### config.mk
export PLATFORM = sky130hd
export DESIGN_NAME = mux_32
export DESIGN_NICKNAME = d
export VERILOG_FILES = /design/src/rtl/mux_32_pkg.sv /design/src/rtl/mux_32_mux_2.sv /design/src/rtl/mux_32.sv
export SDC_FILE = /design/constraint.sdc
export NUM_CORES = 1
export LEC_CHECK = 0
export CORE_AREA = 3 3 423 425
export CTS_BUF_LIST = sky130_fd_sc_hd__clkbuf_4 sky130_fd_sc_hd__clkbuf_8 sky130_fd_sc_hd__clkbuf_16
export DETAILED_ROUTE_END_ITERATION = 10
export DIE_AREA = 0 0 426 428
export SYNTH_ARGS = -nofsm -noshare
export SYNTH_HDL_FRONTEND = slang
export SYNTH_SLANG_ARGS = --single-unit
### constraint.sdc
create_clock -name clock -period 2.2 [get_ports clock]
set_clock_uncertainty 0.05 [all_clocks]
set_input_delay 0.33 -clock clock [delete_from_list [all_inputs] [get_ports clock]]
set_output_delay 0.33 -clock clock [all_outputs]
set_load 0.01 [all_outputs]
### src/rtl/mux_32_pkg.sv
// Shared types and constants for the 32-to-1 word multiplexer.
// Used by mux_32 (optional hold feature: MUX_32_HOLD_EN) and its mux_2 tree.
package mux_32_pkg;

  localparam int DATA_W = 32;
  localparam int SEL_W  = 5;
  localparam int NUM_IN = 32;

  typedef logic [DATA_W-1:0] word_t;
  typedef logic [SEL_W-1:0]  sel_t;

  // Offset of a tree level within the flat node array.
  // Level 0 holds the raw inputs, and level SEL_W holds the final output.
  function automatic int nodeBase(input int lvl);
    return (2 * NUM_IN) - ((2 * NUM_IN) >> lvl);
  endfunction

endpackage

### src/rtl/mux_32_mux_2.sv
// 2:1 WIDTH-bit multiplexer, the leaf cell of the mux_32 selection tree.
module mux_2 #(
  parameter int WIDTH = 32
) (
  input  logic [WIDTH-1:0] i_a,
  input  logic [WIDTH-1:0] i_b,
  input  logic             i_sel,
  output logic [WIDTH-1:0] o_y
);

  assign o_y = i_sel ? i_b : i_a;

endmodule

### src/rtl/mux_32.sv
// 32-to-1 word mux with combinational output and a registered copy (out_q).
// Define MUX_32_HOLD_EN to add a 'hold' input that freezes out_q.
module mux_32 #(
  parameter int WIDTH = mux_32_pkg::DATA_W,
  parameter int SEL_W = mux_32_pkg::SEL_W
) (
  output logic [WIDTH-1:0] out,
  input  logic [SEL_W-1:0] select,
  input  logic [WIDTH-1:0] in0,
  input  logic [WIDTH-1:0] in1,
  input  logic [WIDTH-1:0] in2,
  input  logic [WIDTH-1:0] in3,
  input  logic [WIDTH-1:0] in4,
  input  logic [WIDTH-1:0] in5,
  input  logic [WIDTH-1:0] in6,
  input  logic [WIDTH-1:0] in7,
  input  logic [WIDTH-1:0] in8,
  input  logic [WIDTH-1:0] in9,
  input  logic [WIDTH-1:0] in10,
  input  logic [WIDTH-1:0] in11,
  input  logic [WIDTH-1:0] in12,
  input  logic [WIDTH-1:0] in13,
  input  logic [WIDTH-1:0] in14,
  input  logic [WIDTH-1:0] in15,
  input  logic [WIDTH-1:0] in16,
  input  logic [WIDTH-1:0] in17,
  input  logic [WIDTH-1:0] in18,
  input  logic [WIDTH-1:0] in19,
  input  logic [WIDTH-1:0] in20,
  input  logic [WIDTH-1:0] in21,
  input  logic [WIDTH-1:0] in22,
  input  logic [WIDTH-1:0] in23,
  input  logic [WIDTH-1:0] in24,
  input  logic [WIDTH-1:0] in25,
  input  logic [WIDTH-1:0] in26,
  input  logic [WIDTH-1:0] in27,
  input  logic [WIDTH-1:0] in28,
  input  logic [WIDTH-1:0] in29,
  input  logic [WIDTH-1:0] in30,
  input  logic [WIDTH-1:0] in31,
  input  logic             clock,
  input  logic             reset,
`ifdef MUX_32_HOLD_EN
  input  logic             hold,
`endif
  output logic [WIDTH-1:0] out_q
);

  import mux_32_pkg::*;

  localparam int NUM_NODES = 2 * NUM_IN - 1;

  logic [WIDTH-1:0] w_in   [0:NUM_IN-1];
  logic [WIDTH-1:0] w_node [0:NUM_NODES-1];
  logic [WIDTH-1:0] r_outQ;

  assign w_in = '{in0,  in1,  in2,  in3,  in4,  in5,  in6,  in7,
                  in8,  in9,  in10, in11, in12, in13, in14, in15,
                  in16, in17, in18, in19, in20, in21, in22, in23,
                  in24, in25, in26, in27, in28, in29, in30, in31};

  genvar gLeaf, gLvl, gIdx;

  for (gLeaf = 0; gLeaf < NUM_IN; gLeaf++) begin : g_leaf
    assign w_node[gLeaf] = w_in[gLeaf];
  end

  // Binary tree: level k pairs up neighbours using select bit k, LSB at the leaves.
  for (gLvl = 0; gLvl < SEL_W; gLvl++) begin : g_lvl
    for (gIdx = 0; gIdx < (NUM_IN >> (gLvl + 1)); gIdx++) begin : g_mux
      mux_2 #(.WIDTH(WIDTH)) u_mux (
        .i_a   (w_node[nodeBase(gLvl) + 2 * gIdx]),
        .i_b   (w_node[nodeBase(gLvl) + 2 * gIdx + 1]),
        .i_sel (select[gLvl]),
        .o_y   (w_node[nodeBase(gLvl + 1) + gIdx])
      );
    end
  end

  assign out = w_node[NUM_NODES-1];

  // Pipelined copy of out; reset clears it asynchronously and takes priority over hold.
  always_ff @(posedge clock or posedge reset) begin
    if (reset) begin
      r_outQ <= '0;
    end
`ifdef MUX_32_HOLD_EN
    else if (!hold) begin
      r_outQ <= out;
    end
`else
    else begin
      r_outQ <= out;
    end
`endif
  end

  assign out_q = r_outQ;

endmodule

* After elaboration in Yosys (flattened, before gate mapping) *
Cells that the tools add are included.

storage, ports and cells
  register bits after elaboration = 32
  input bits = 1031
  output and inout port bits = 64
  logic and storage cells = 32

cells by class
  mux-type cells = 31

operator list
  kind                count
  two-way mux 32 bit  31

* Longest topological paths before layout *
Gate-level depths: netlist of the first run.

  depth in word-level cells = 5
  depth in mapped cells = 8
  gate-level depth less buffers = 5

* Hierarchy *
A second synthesis of the first run with hierarchy kept.

unflattened totals
  cell total of the unflattened synthesis = 1149
  area total of the unflattened synthesis = 17677.0 um^2

by module, submodules not included
  module  times used  cells each  area an instance (um^2)
  mux_2   31          36          544.3
  mux_32  1           33          804.5

* Least setup slack after synthesis of the first run *
OpenSTA, ideal clock, no wires.

  path kind = input port to output port
  start = input port select[1]
  end = output port out[24]
  data arrival time = 1.477 ns
  data required time = 1.820 ns
  path slack = 0.343 ns
  stages = 8
  cells stage by stage = buf_4 -> buf_6 -> buf_6 -> buf_6 -> mux2i_1 -> a22oi_1 -> a31oi_1 -> nand3_1

between the ends
  word-level cells in the longest chain between the ends = 4
  elaborated cells on any way between the ends = 15
  classes of those cells = mux: 15

RTL lines
  item                             RTL line            source
  start, declared                  mux_32.sv:8         input logic [SEL_W-1:0] select,
  two-way mux 32 bit (3 in a row)  mux_32_mux_2.sv:11  assign o_y = i_sel ? i_b : i_a;
  two-way mux 32 bit (*)           mux_32_mux_2.sv:11
  end, declared                    mux_32.sv:7         output logic [WIDTH-1:0] out,

Mark *: on every way between the ends. The rest lies on a longest branch, timed or not.

* Worst setup path in the final report of the first run *
  start = input port select[1]
  end = output port out[16]

The elaborated chain is that of the path after synthesis.

==> flow_summary.json, run 1 <==
{
  "grt_max_degree": 55,
  "synth_nets": 2222,
  "vias_per_cell": 3.39,
  "die_area_um2": 182000,
  "drv_slew": 0,
  "critical_path_class": "input pin to output port",
  "crit_arrival_ps": 2230,
  "drive_gt1_share_pct": 25.1,
  "regArea_um2": 801,
  "worst_pin_slew_ps": 661,
  "hpwlAfterDp_mm": 126,
  "final_cells": 4851,
  "crit_required_ps": 1820,
  "area_growth_syn_to_layout_pct": 203,
  "gr-total-overflow": 0,
  "placed_cells": 4754,
  "track_usage_pct": 15.0,
  "powerDensity_nw_per_um2": 282,
  "clockPowerShare_pct": 13.1,
  "final_nets": 3518,
  "yosysWarnings": 0,
  "mostFrequentLayoutCell": "clkdlybuf4s50_1",
  "cts.sinks": 32,
  "power_uw": 8290,
  "critPathLaunchType": "input pin",
  "grt_setup_unrepaired": "yes",
  "postCtsHoldBufs": 0,
  "wire_per_inst_um": 29.7,
  "h-tree-depth": 2,
  "violations": "setup timing",
  "hold_class": "input pin to asynchronous set/reset pin",
  "p_sw_share_pct": 40.5,
  "vias": 16400,
  "status": "finished with violations",
  "ys_ff_latch": 32,
  "rows": 154,
  "clk_pin_slew_ps": 130,
  "largest_reg_flops": 32,
  "period_share_pct": 119,
  "power_frac_comb_pct": 78.3,
  "min_period_ps": 2610,
  "numCtsBuffers": 5,
  "power_leakage_uw": 0.0114,
  "syn_inst": 1191,
  "grt_first_pass_wirelength_mm": 179,
  "first_pass_iters": 5,
  "slew_headroom_pct": 55.8,
  "multi_input_area_um2": 10200,
  "drt_iter0_drc": 999,
  "initial_core_util_pct": 5.52,
  "num-fill-cells": 19700,
  "yosysSeqAreaShare_pct": 8.26,
  "syn_area_um2": 9690,
  "port_buffers": 1094,
  "clock_path_buffers": 2,
  "setup_ws_ps": -412,
  "wl_mm": 144,
  "p_sw_uw": 3360,
  "cts_tree": "yes",
  "fp.coreArea_um2": 176000,
  "gp_congestion": 0.958,
  "cp_max_fo": 12,
  "cap_violations": 0,
  "avgSynthCellArea_um2": 8.14,
  "hold_viol_final": 0,
  "fmax_mhz": 383,
  "end_kind": "output port",
  "mostFrequentLayoutCells": "clkdlybuf4s50_1 (1037), mux2i_1 (417), buf_4 (165), nand2_1 (93), a21oi_1 (84)",
  "grt_antenna_before_repair": 113,
  "route.detailed.drc": 0,
  "p_int_uw": 4930,
  "pwr-share-seq_pct": 8.5,
  "antenna_left": 0,
  "io_pins": 1095,
  "die_w_um": 426,
  "ir_drop_mv": 0.343,
  "synth_cell_type_count": 22,
  "die_y_um": 428,
  "root_buffer": "clkbuf_16",
  "setup_viol": 32,
  "grt_pass1_vias": 17100
}
stage by stage:
stage	worst slack [ps]	hold WS [ps]	util (%)	setup TNS, ps	instance area [um^2]
2_1_floorplan	343	396	-	0	9690
3_3_place_gp	-1550	681	14.4	-59960	25400
3_5_place_dp	-1510	684	14.4	-58730	25400
4_1_cts	-525	202	16.3	-10800	28700
5_1_grt	-478	249	16.7	-11110	29300
6_report	-412	224	16.7	-9370	29300
cells by family after synthesis:
| kind of cell | share of synthesized area, % |
|---|---|
| simple gates | 10.8 |
| mux | 52.9 |
| buf+inv | 7.81 |
| compound gates | 20.2 |
| flops | 8.26 |
per-layer routing:
layer / up-vias / global-route usage (%) / part of all wire (%)
li1: 7247 / - / -
met2: 927 / 26.0 / 48
met5: - / 0 / 0.29
met3: 254 / 3.98 / 8.1
met4: 58 / 2.99 / 2.7
met1: 7948 / 18.6 / 41
critical path, stage by stage:
cell     delay (ps)
buf_16          170
buf_16          180
buf_16          150
buf_4           130
mux2i_1         200
a22oi_1         110
a31oi_2         350
buf_4           170
nand3_1          80
buf_6           160
buf_4           140
worst paths after layout:
| kind | slack (ps) | cells after the start | from | endpoint |
|---|---|---|---|---|
| max in group asynchronous | 1500 | 3 | reset | out_q[18] |
| worst max-delay path | -410 | 11 | select[1] | out[16] |
| worst min-delay path | 220 | 3 | reset | out_q[1] |
| min in group clock | 730 | 5 | in11[19] | out_q[19] |
Yosys cell counts:
master / number / area (um^2)
a22o_1: 64 / 561
nand3_1: 96 / 480
clkbuf_4: 2 / 15.0
nand2_1: 97 / 364
a21oi_1: 96 / 480
nor2_1: 1 / 3.75
nor3_1: 32 / 160
dfrtp_1: 32 / 801
nand2b_1: 2 / 12.5
a22oi_1: 96 / 721
a31oi_1: 32 / 200
and2b_1: 1 / 7.51
buf_1: 8 / 30.0
or2_2: 1 / 6.26
mux2i_1: 512 / 5120
buf_6: 15 / 169
nor2b_1: 1 / 6.26
inv_1: 1 / 3.75
buf_2: 32 / 160
buf_4: 32 / 240
clkbuf_1: 37 / 139
and2_1: 1 / 6.26
power groups by stage:
| stage | logic (uW) | clock network [uW] | registers, uW |
|---|---|---|---|
| after global routing | 6770 | 1190 | 715 |
| after floorplan | 1460 | 0 | 757 |
| final | 6490 | 1090 | 707 |
| after CTS | 6390 | 1210 | 706 |
| after detailed placement | 5520 | 0 | 717 |
| after global placement | 5530 | 0 | 716 |
repair_timing:
| action | CTS | global route |
|---|---|---|
| setup endpoints to repair | 64 | 32 |
| pin swaps | 84 | 52 |
| gates resized for setup | 515 | 128 |
| setup buffers | 53 | 23 |
| gates cloned | 19 | 1 |
layout make-up:
type | count | area share (%)
Sequential cell | 32 | 2.73
Inverter | 1 | 0.0128
Clock inverter | 3 | 0.158
Timing Repair Buffer | 1415 | 51.6
Antenna cell | 23 | 0.196
Multi-Input combinational cell | 1032 | 34.9
Clock buffer | 5 | 0.427
Tap cell | 2340 | 9.98
Note: power is estimated with default switching activity, not from simulation.
==> run 2: changes to the inputs <==
--- a/config.mk
+++ b/config.mk
@@ -9,6 +9,7 @@
 export CTS_BUF_LIST = sky130_fd_sc_hd__clkbuf_4 sky130_fd_sc_hd__clkbuf_8 sky130_fd_sc_hd__clkbuf_16
 export DETAILED_ROUTE_END_ITERATION = 10
 export DIE_AREA = 0 0 426 428
+export GPL_TIMING_DRIVEN = 0
 export SYNTH_ARGS = -nofsm -noshare
 export SYNTH_HDL_FRONTEND = slang
 export SYNTH_SLANG_ARGS = --single-unit
==> flow_summary.json, run 2 (synthesized netlist as in run 1, its figures left out) <==
{
  "cpLargestDelayFamily": "buffers and inverters",
  "track_usage_pct": 17.7,
  "slew_headroom_pct": 57.4,
  "port_buffers": 1093,
  "postCtsHoldBufs": 0,
  "cp_max_fo": 7,
  "hold_viol_final": 0,
  "crit_path_cell_trace": "buf_16 > buf_16 > buf_16 > buf_12 > mux2i_4 > a22oi_2 > nand3_2 > nand3_4 > buf_6",
  "period_share_pct": 123,
  "grt_max_degree": 22,
  "die_area_um2": 182000,
  "route.met2.wl_mm": 88.1,
  "setup_ws_ps": -499,
  "wl_mm": 170,
  "area_growth_syn_to_layout_pct": 194,
  "ir_drop_mv": 0.291,
  "vias_per_cell": 3.45,
  "antenna_left": 0,
  "largest_reg_flops": 32,
  "cts_tree": "yes",
  "critPathLaunchType": "input pin",
  "tns_ps": -11320,
  "mostFrequentLayoutCells": "clkdlybuf4s50_1 (1053), mux2i_1 (442), nand2_1 (93), a21oi_1 (88), buf_4 (81)",
  "grt_setup_unrepaired": "yes",
  "grt_antenna_before_repair": 141,
  "root_buffer": "clkbuf_16",
  "grt_first_pass_wirelength_mm": 202,
  "io_pins": 1095,
  "cpMostUsedCell": "buf_16",
  "route.detailed.drc": 0,
  "cp.buffers_inverters": 5,
  "maxUsedRoutingLayer": "met5",
  "utilization_pct": 16.2,
  "drive_gt1_share_pct": 22.7,
  "power_uw": 8200,
  "power_leakage_uw": 0.0108,
  "die_y_um": 428,
  "gp_congestion": 0.995,
  "cap_violations": 0,
  "wl_met3_mm": 13.6,
  "wire_per_inst_um": 35.6,
  "grt_pass1_vias": 16500,
  "cp_slowest_stage_delay_ps": 430,
  "rows": 154,
  "first_pass_iters": 5,
  "clock_path_buffers": 2,
  "hold_class": "input pin to asynchronous set/reset pin",
  "cts.sinks": 32,
  "fp.coreArea_um2": 176000,
  "crit_slowest_cell": "a22oi_2",
  "crit_arrival_ps": 2320,
  "num-fill-cells": 19700,
  "setup_viol": 32,
  "multi_input_area_um2": 10300,
  "m1WireLength_mm": 63.6,
  "min_period_ps": 2700,
  "end_kind": "output port",
  "fmax_mhz": 371,
  "powerDensity_nw_per_um2": 288,
  "critical_path_class": "input pin to output port",
  "mostFrequentLayoutCell": "clkdlybuf4s50_1",
  "hpwlAfterDp_mm": 150,
  "worst_pin_slew_ps": 637,
  "clk_pin_slew_ps": 140,
  "regArea_um2": 801,
  "final_nets": 3439,
  "drt_iter0_drc": 1136,
  "drv_slew": 0,
  "vias": 16500,
  "status": "finished with violations",
  "h-tree-depth": 2,
  "pre_cts_slack_ps": -3530,
  "crit_required_ps": 1820,
  "gr-total-overflow": 0,
  "initial_core_util_pct": 5.52,
  "numCtsBuffers": 5,
  "violations": "setup timing",
  "die_w_um": 426
}
==> run 2: cell count changes in the layout (fill, tap and decap cells not counted), sizes merged <==
cell           previous run  this run
dlymetal6s2s              6         0
buf                     351       236
diode                    23        31
clkdlybuf4s15             1         0
bufinv                    1         0
clkdlybuf4s50          1037      1053
inv                       2         1
dlygate4sd2              13         4
bufbuf                    6         2
clkbuf                    6        48
==> run 2: path summary, 6_finish.rpt <==
| check | from | slack, ps | to | cells past startpoint |
|---|---|---|---|---|
| max | select[1] | -500 | out[13] | 9 |
| min | reset | 220 | out_q[0] | 2 |
| max in group asynchronous | reset | 1220 | out_q[14] | 3 |
| min in group clock | in27[19] | 660 | out_q[19] | 5 |
==> run 2: where the power goes <==
group | switching, uW | total, uW | leakage (uW) | internal (uW)
logic | 3030 | 6480 | 0.0104 | 3450
registers | 27.0 | 701 | 0.000378 | 674
clock network | 552 | 1020 | 0.0000738 | 472
==> run 2: what timing repair did <==
item / CTS / global route
hold endpoints to repair: 0 / 0
buffers inserted: 72 / 52
endpoints found under the setup margin: 64 / 33
gates cloned: 7 / 3
gates resized for setup: 845 / 109
pin swaps: 97 / 71
==> run 2: stage by stage <==
step | hold slack, ps | instance area, um^2 | std cells
global route | 237 | 28400 | 4761
finish | 216 | 28500 | 4780
CTS | 195 | 27600 | 4705
floorplan | 396 | 9690 | 1191
global placement | 1070 | 23600 | 4624
detailed placement | 667 | 23600 | 4626
==> run 2: per-layer routing <==
layer  vias up  GRT usage, %
met5         -             0
li1       7113             -
met4        86          3.74
met3       281          5.06
met2      1010          33.0
met1      7997          19.8
==> run 2: area by class of cell <==
class / instances / share of cell area, %
antenna: 31 / 0.272
buffer: 120 / 6.36
clock buffer: 7 / 0.514
clock inverter: 1 / 0.0264
inverter: 1 / 0.0132
multi-input combinational: 1032 / 36.0
sequential: 32 / 2.81
tap: 2340 / 10.3
timing repair buffer: 1216 / 43.7
